===== src/rtl/pipeline_wb_forward_if.sv =====
// Write-back/forwarding bus between EX/MEM result sources, ID lookup and the register file.
interface pipeline_wb_forward_if #(
  parameter int REG_W  = 5,
  parameter int DATA_W = 32
);
  logic              ex_valid;
  logic [REG_W-1:0]  ex_reg;
  logic [DATA_W-1:0] ex_data;
  logic              mem_valid;
  logic [REG_W-1:0]  mem_reg;
  logic [DATA_W-1:0] mem_data;
  logic [REG_W-1:0]  rs1;
  logic [REG_W-1:0]  rs2;
  logic              fwd1_hit;
  logic [DATA_W-1:0] fwd1_data;
  logic              fwd2_hit;
  logic [DATA_W-1:0] fwd2_data;
  logic              write_en;
  logic [REG_W-1:0]  reg_write;
  logic [DATA_W-1:0] data_write;
  logic              stall;

  modport master (
    output ex_valid, ex_reg, ex_data, mem_valid, mem_reg, mem_data, rs1, rs2,
    input  fwd1_hit, fwd1_data, fwd2_hit, fwd2_data, write_en, reg_write, data_write, stall
  );

  modport slave (
    input  ex_valid, ex_reg, ex_data, mem_valid, mem_reg, mem_data, rs1, rs2,
    output fwd1_hit, fwd1_data, fwd2_hit, fwd2_data, write_en, reg_write, data_write, stall
  );
endinterface


===== src/rtl/pipeline_wb_forward.sv =====
// Pending register-write FIFO with youngest-first forwarding lookup for ID.
// Optional WB_PERF_COUNT_EN adds saturating perf_writes/perf_stalls counters.
module pipeline_wb_forward #(
  parameter int DEPTH  = 4,
  parameter int REG_W  = 5,
  parameter int DATA_W = 32
) (
  input  logic                 clk,
  input  logic                 rst,
  pipeline_wb_forward_if.slave bus
`ifdef WB_PERF_COUNT_EN
  ,
  output logic [31:0]          perf_writes,
  output logic [31:0]          perf_stalls
`endif
);
  localparam int PTR_W = (DEPTH > 1) ? $clog2(DEPTH) : 1;
  localparam int CNT_W = PTR_W + 1;
  localparam logic [CNT_W-1:0] STALL_AT = CNT_W'(DEPTH - 1);

  logic [REG_W-1:0]  q_reg  [DEPTH];
  logic [DATA_W-1:0] q_data [DEPTH];
  logic [PTR_W-1:0]  head, tail;
  logic [CNT_W-1:0]  count;

  logic              write_en;
  logic [REG_W-1:0]  reg_write;
  logic [DATA_W-1:0] data_write;
  logic              stall;
  logic              mem_acc, ex_acc, pop;
  logic [1:0]        pushes;

  logic              f1_hit, f2_hit;
  logic [DATA_W-1:0] f1_data, f2_data;

  // Occupancy alone tells empty from full; a worst-case cycle pushes two.
  assign stall   = (count >= STALL_AT);
  assign mem_acc = !stall && bus.mem_valid && (bus.mem_reg != '0);
  assign ex_acc  = !stall && bus.ex_valid  && (bus.ex_reg  != '0);
  assign pop     = (count != '0);
  assign pushes  = {1'b0, mem_acc} + {1'b0, ex_acc};

  always_ff @(posedge clk or posedge rst) begin
    if (rst) begin
      head       <= '0;
      tail       <= '0;
      count      <= '0;
      write_en   <= 1'b0;
      reg_write  <= '0;
      data_write <= '0;
    end else begin
      if (pop) begin
        write_en   <= 1'b1;
        reg_write  <= q_reg[head];
        data_write <= q_data[head];
        head       <= head + 1'b1;
      end else begin
        write_en   <= 1'b0;
      end
      tail  <= tail + PTR_W'(pushes);
      count <= count + CNT_W'(pushes) - CNT_W'(pop);
    end
  end

  // MEM is the older instruction, so it takes the first free slot.
  always_ff @(posedge clk) begin
    if (mem_acc) begin
      q_reg[tail]  <= bus.mem_reg;
      q_data[tail] <= bus.mem_data;
    end
    if (ex_acc) begin
      q_reg[tail + PTR_W'(mem_acc)]  <= bus.ex_reg;
      q_data[tail + PTR_W'(mem_acc)] <= bus.ex_data;
    end
  end

  // Sources are scanned lowest priority first so each later match overrides.
  always_comb begin
    f1_hit  = 1'b0;
    f1_data = '0;
    f2_hit  = 1'b0;
    f2_data = '0;
    if (write_en && reg_write == bus.rs1) begin f1_hit = 1'b1; f1_data = data_write; end
    if (write_en && reg_write == bus.rs2) begin f2_hit = 1'b1; f2_data = data_write; end
    for (int unsigned i = 0; i < DEPTH; i++) begin
      if (CNT_W'(i) < count && q_reg[head + PTR_W'(i)] == bus.rs1) begin
        f1_hit  = 1'b1;
        f1_data = q_data[head + PTR_W'(i)];
      end
      if (CNT_W'(i) < count && q_reg[head + PTR_W'(i)] == bus.rs2) begin
        f2_hit  = 1'b1;
        f2_data = q_data[head + PTR_W'(i)];
      end
    end
    if (bus.mem_valid && bus.mem_reg == bus.rs1) begin f1_hit = 1'b1; f1_data = bus.mem_data; end
    if (bus.mem_valid && bus.mem_reg == bus.rs2) begin f2_hit = 1'b1; f2_data = bus.mem_data; end
    if (bus.ex_valid && bus.ex_reg == bus.rs1) begin f1_hit = 1'b1; f1_data = bus.ex_data; end
    if (bus.ex_valid && bus.ex_reg == bus.rs2) begin f2_hit = 1'b1; f2_data = bus.ex_data; end
    if (bus.rs1 == '0) begin f1_hit = 1'b0; f1_data = '0; end
    if (bus.rs2 == '0) begin f2_hit = 1'b0; f2_data = '0; end
  end

  assign bus.fwd1_hit   = f1_hit;
  assign bus.fwd1_data  = f1_data;
  assign bus.fwd2_hit   = f2_hit;
  assign bus.fwd2_data  = f2_data;
  assign bus.write_en   = write_en;
  assign bus.reg_write  = reg_write;
  assign bus.data_write = data_write;
  assign bus.stall      = stall;

`ifdef WB_PERF_COUNT_EN
  always_ff @(posedge clk or posedge rst) begin
    if (rst) begin
      perf_writes <= '0;
      perf_stalls <= '0;
    end else begin
      if (write_en && perf_writes != '1) perf_writes <= perf_writes + 1'b1;
      if (stall && perf_stalls != '1)    perf_stalls <= perf_stalls + 1'b1;
    end
  end
`endif
endmodule


===== src/flat_wrapper.sv =====
// flat-port wrapper written by rule: the top's interface ports become plain ports
module pipeline_wb_forward_flat 
#(
  parameter int DEPTH  = 4,
  parameter int REG_W  = 5,
  parameter int DATA_W = 32
)
  (clk, rst, bus_ex_valid, bus_ex_reg, bus_ex_data, bus_mem_valid, bus_mem_reg, bus_mem_data, bus_rs1, bus_rs2, bus_fwd1_hit, bus_fwd1_data, bus_fwd2_hit, bus_fwd2_data, bus_write_en, bus_reg_write, bus_data_write, bus_stall);
  pipeline_wb_forward_if #(.REG_W(REG_W), .DATA_W(DATA_W)) bus_i ();
  input  logic clk;
  input  logic rst;
  input wire logic [$bits(bus_i.ex_valid)-1:0] bus_ex_valid;
  input wire logic [$bits(bus_i.ex_reg)-1:0] bus_ex_reg;
  input wire logic [$bits(bus_i.ex_data)-1:0] bus_ex_data;
  input wire logic [$bits(bus_i.mem_valid)-1:0] bus_mem_valid;
  input wire logic [$bits(bus_i.mem_reg)-1:0] bus_mem_reg;
  input wire logic [$bits(bus_i.mem_data)-1:0] bus_mem_data;
  input wire logic [$bits(bus_i.rs1)-1:0] bus_rs1;
  input wire logic [$bits(bus_i.rs2)-1:0] bus_rs2;
  output wire logic [$bits(bus_i.fwd1_hit)-1:0] bus_fwd1_hit;
  output wire logic [$bits(bus_i.fwd1_data)-1:0] bus_fwd1_data;
  output wire logic [$bits(bus_i.fwd2_hit)-1:0] bus_fwd2_hit;
  output wire logic [$bits(bus_i.fwd2_data)-1:0] bus_fwd2_data;
  output wire logic [$bits(bus_i.write_en)-1:0] bus_write_en;
  output wire logic [$bits(bus_i.reg_write)-1:0] bus_reg_write;
  output wire logic [$bits(bus_i.data_write)-1:0] bus_data_write;
  output wire logic [$bits(bus_i.stall)-1:0] bus_stall;
  assign bus_i.ex_valid = bus_ex_valid;
  assign bus_i.ex_reg = bus_ex_reg;
  assign bus_i.ex_data = bus_ex_data;
  assign bus_i.mem_valid = bus_mem_valid;
  assign bus_i.mem_reg = bus_mem_reg;
  assign bus_i.mem_data = bus_mem_data;
  assign bus_i.rs1 = bus_rs1;
  assign bus_i.rs2 = bus_rs2;
  assign bus_fwd1_hit = bus_i.fwd1_hit;
  assign bus_fwd1_data = bus_i.fwd1_data;
  assign bus_fwd2_hit = bus_i.fwd2_hit;
  assign bus_fwd2_data = bus_i.fwd2_data;
  assign bus_write_en = bus_i.write_en;
  assign bus_reg_write = bus_i.reg_write;
  assign bus_data_write = bus_i.data_write;
  assign bus_stall = bus_i.stall;
  pipeline_wb_forward #(.DEPTH(DEPTH), .REG_W(REG_W), .DATA_W(DATA_W)) u_core (.clk(clk), .rst(rst), .bus(bus_i));
endmodule

===== config.mk =====
export PLATFORM = sky130hd
export DESIGN_NAME = pipeline_wb_forward_flat
export DESIGN_NICKNAME = d
export VERILOG_FILES = /design/src/rtl/pipeline_wb_forward_if.sv /design/src/rtl/pipeline_wb_forward.sv /design/src/flat_wrapper.sv
export SDC_FILE = /design/constraint.sdc
export NUM_CORES = 1
export LEC_CHECK = 0
export ABC_AREA = 1
export CAP_MARGIN = 20
export CORE_ASPECT_RATIO = 1.1
export CORE_UTILIZATION = 26
export CTS_CLUSTER_SIZE = 25
export DETAILED_ROUTE_END_ITERATION = 7
export GPL_TIMING_DRIVEN = 0
export PLACE_DENSITY = 0.53
export SYNTH_ARGS = -nofsm -noshare
export SYNTH_HDL_FRONTEND = slang
export SYNTH_SLANG_ARGS = --single-unit

===== constraint.sdc =====
create_clock -name clk -period 8.8 [get_ports clk]
set_input_delay 1.76 -clock clk [delete_from_list [all_inputs] [get_ports clk]]
set_output_delay 1.76 -clock clk [all_outputs]
set_load 0.02 [all_outputs]

==> run metrics <==
Async SR Flop Fraction 23.32%; global route hottest layer met2; Die X 251.5 um; clock skew 0.01773 ns; crit-path cells clkdlybuf4s50_1, inv_1, clkbuf_1, o22ai_1, nor2_1, nand3_1, inv_1, clkbuf_1, a21oi_1, a21oi_1, clkdlybuf4s50_1; min cycle time layout 7.546 ns; post-synthesis adder-cell area fraction 0.5342%; Yosys top cell by area edfxtp_1; share of the yosys chip area belonging to registers 31.29%; Layout Cells excl Fill 4088; met1 Use GR 34.53%; hold bufs inserted after CTS 0; Worst path max stage delay 0.70 ns; simple-gate portion of the synthesized area 36.84%; final period utilization 85.75%; cell family with most CP delay buffers and inverters; slowest CP cell clkdlybuf4s50_1; synthesis-to-finish area growth 21.22%; initial antenna violation count 1; total power 8364 uW; Ports 193; Pleak 0.009599 uW; port bufs 184; root buffer cell clkbuf_16; Fill cells 7503; Core Rows 100; CTS sink count 193; Unique masters post-synth 45; TritonRoute pass-1 iters 6; Bufs and invs on worst path 6; syn nets 3042; number of global-route vias before repair 18810; Fin. Hold Viols 0; area of the multi-input gates 10330 um2; post_cts resized 0; max reg flops 128; drt first-iter violations 2558; CTS tree yes; post-synth top area share 24.97%; Max IR drop VDD 0.2140 mV; vias per cell 5.009; number of max-cap violations 0; status finished, final reports clean; clk_lat worst skew 0.49 ns; synth warn 0; Clock power frac 9.8%; worst path required time 7.04 ns; leading cell type in the layout, fill and taps excluded nand2_1; Slew @ Worst Pin 0.9522 ns; Max Slew Vio Count 0; Setup CP Type in -> out; R2R Setup Slk 4.88 ns; via count 20480; Syn Inst Count 2947; Wirelength per Cell 21.17 um; Core ar. 67690 um2; GRT Total Usage 24.46%; unrepaired setup endpoints after global routing false; Initial Utilization 26.30%; Worst Setup Start Kind input port; largest net degree at the start of global routing 28; Synth Area in Compound Gates 19.49%; Post-synth top flop edfxtp_1; Die H 276.4 um; Num CTS Buffers 17; gr ovfl total 0; Clock transition at path regs 0.07 ns; Slew headroom 36.09%; largest family of logic cells by synthesized area simple AND/OR/NAND/NOR gates; # Post-CTS Setup Buffers 0; die area 69520 um2; H-tree depth 4; commonest cells after routing, fill and taps aside 884 x nand2_1, 477 x nor2_1, 458 x o21ai_0; CP endpoint kind output port; largest cells by area after synthesis edfxtp_1 25%, nand2_1 19%, o21ai_0 13%, nor2_1 10%, dfrtp_1 6.3%; Seq. cell area 5570 um2; critical path peak fanout 10; Pint 3529 uW; fin worst setup slack 1.254 ns; met3 Resource Use GR 2.900%; drt total wl 86540 um; Yosys reg bits 193; Pwr Density 387.6 nW/um2; share of cells above drive strength 1 5.931%; portion of netlist area occupied by mux cells 0%; sequential share of power 18.4%; Nets 3252; routability congestion estimate 0.9818; DPL Wire Length 72420 um; first-pass GRT wire length 125600 um; met2 usage 38.42%; post-layout util 31.88%; DRC violations left 0; syn_area_per_cell 6.040 um2; Crit path arrival time 5.79 ns; Synth Cell Area 17800 um2; post-route setup TNS 0 ns; Setup violations, final 0; ANT nets after route 0; Setup Slack @ Placement 1.411 ns; maximum buffer depth of the clock tree 2; placed insts 4056; Post-Synth XOR/XNOR Area 0.8716%; number of synthesized flops with an enable pin 148; Max Freq 132.5 MHz; # diodes 0; P_sw 4835 uW; power share of the combinational group 71.8%; Hold WC Path Type reg -> reg; Sw Share 57.80%
metal layers:
layer	vias to the layer above	routed length (um)
met5	-	0
met1	9345	38290
li1	10030	-
met2	1006	38210
met4	0	2567
met3	101	7472
cells in the mapped netlist, drive strengths merged (3+ instances only):
master / n
clkbuf: 104
a21oi: 136
clkinv: 4
o21ai: 528
nor2: 487
o22ai: 12
nand3: 137
buf: 113
xnor2: 3
nand2: 894
nor3: 7
ha: 6
nand4: 71
dfrtp: 45
edfxtp: 148
inv: 223
xor2: 13
logic make-up after synthesis:
kind of cell / count (synthesis)
xor+xnor: 16
flops: 193
simple gates: 1604
buf+inv: 444
compound gates: 683
fa+ha+maj: 7
worst register-to-register path, stage by stage (launching register included):
cell and delay [ns]:
dfrtp_1 0.37, inv_1 0.06, o21ai_1 0.60, nor2_1 0.14, nand2_1 0.28, inv_1 0.14
ha_1 0.21, xnor2_1 0.29, nand3_1 0.23, buf_2 0.33, clkbuf_1 0.30, o21ai_4 0.42
buf_16 0.24
power by group through the flow:
stage	registers (uW)	clock network (uW)	logic, uW
after floorplan	1610	0	3380
after detailed placement	1550	0	5860
after CTS	1530	823	5880
after global placement	1580	0	5780
after global routing	1560	855	6480
final	1540	820	6010
per-stage QoR:
step / hold WS [ns] / area, um2
4_1_cts: 0.5947 / 21580
3_3_place_gp: 0.5687 / 20790
5_1_grt: 0.6400 / 21580
3_5_place_dp: 0.5778 / 20990
2_1_floorplan: 0.5452 / 17800
6_report: 0.5871 / 21580
cell type report:
type,instances,share of cell area (%)
Multi-Input combinational cell,2310,47.86
Sequential cell,193,25.81
Timing Repair Buffer,191,9.243
Tap cell,918,5.323
Buffer,217,5.068
Inverter,227,3.984
Clock buffer,17,1.971
Clock inverter,15,0.7364
final timing paths:
check,startpoint,end,cells past startpoint
hold reg to reg,u_core.bus.data_write[9]$_DFFE_PP0N_,u_core.bus.data_write[9]$_DFFE_PP0N_,2
setup / recovery,bus_rs2[0],bus_fwd2_data[7],11
setup reg to reg,u_core.count[1]$_DFF_PP0_,u_core.q_data[1][12]$_DFFE_PP_,12
hold / removal,u_core.bus.data_write[9]$_DFFE_PP0N_,u_core.bus.data_write[9]$_DFFE_PP0N_,2
min in group asynchronous,rst,u_core.bus.data_write[0]$_DFFE_PP0N_,2
max in group asynchronous,rst,u_core.head[1]$_DFFE_PP0N_,3
Note: power is estimated with default switching activity, not from simulation.
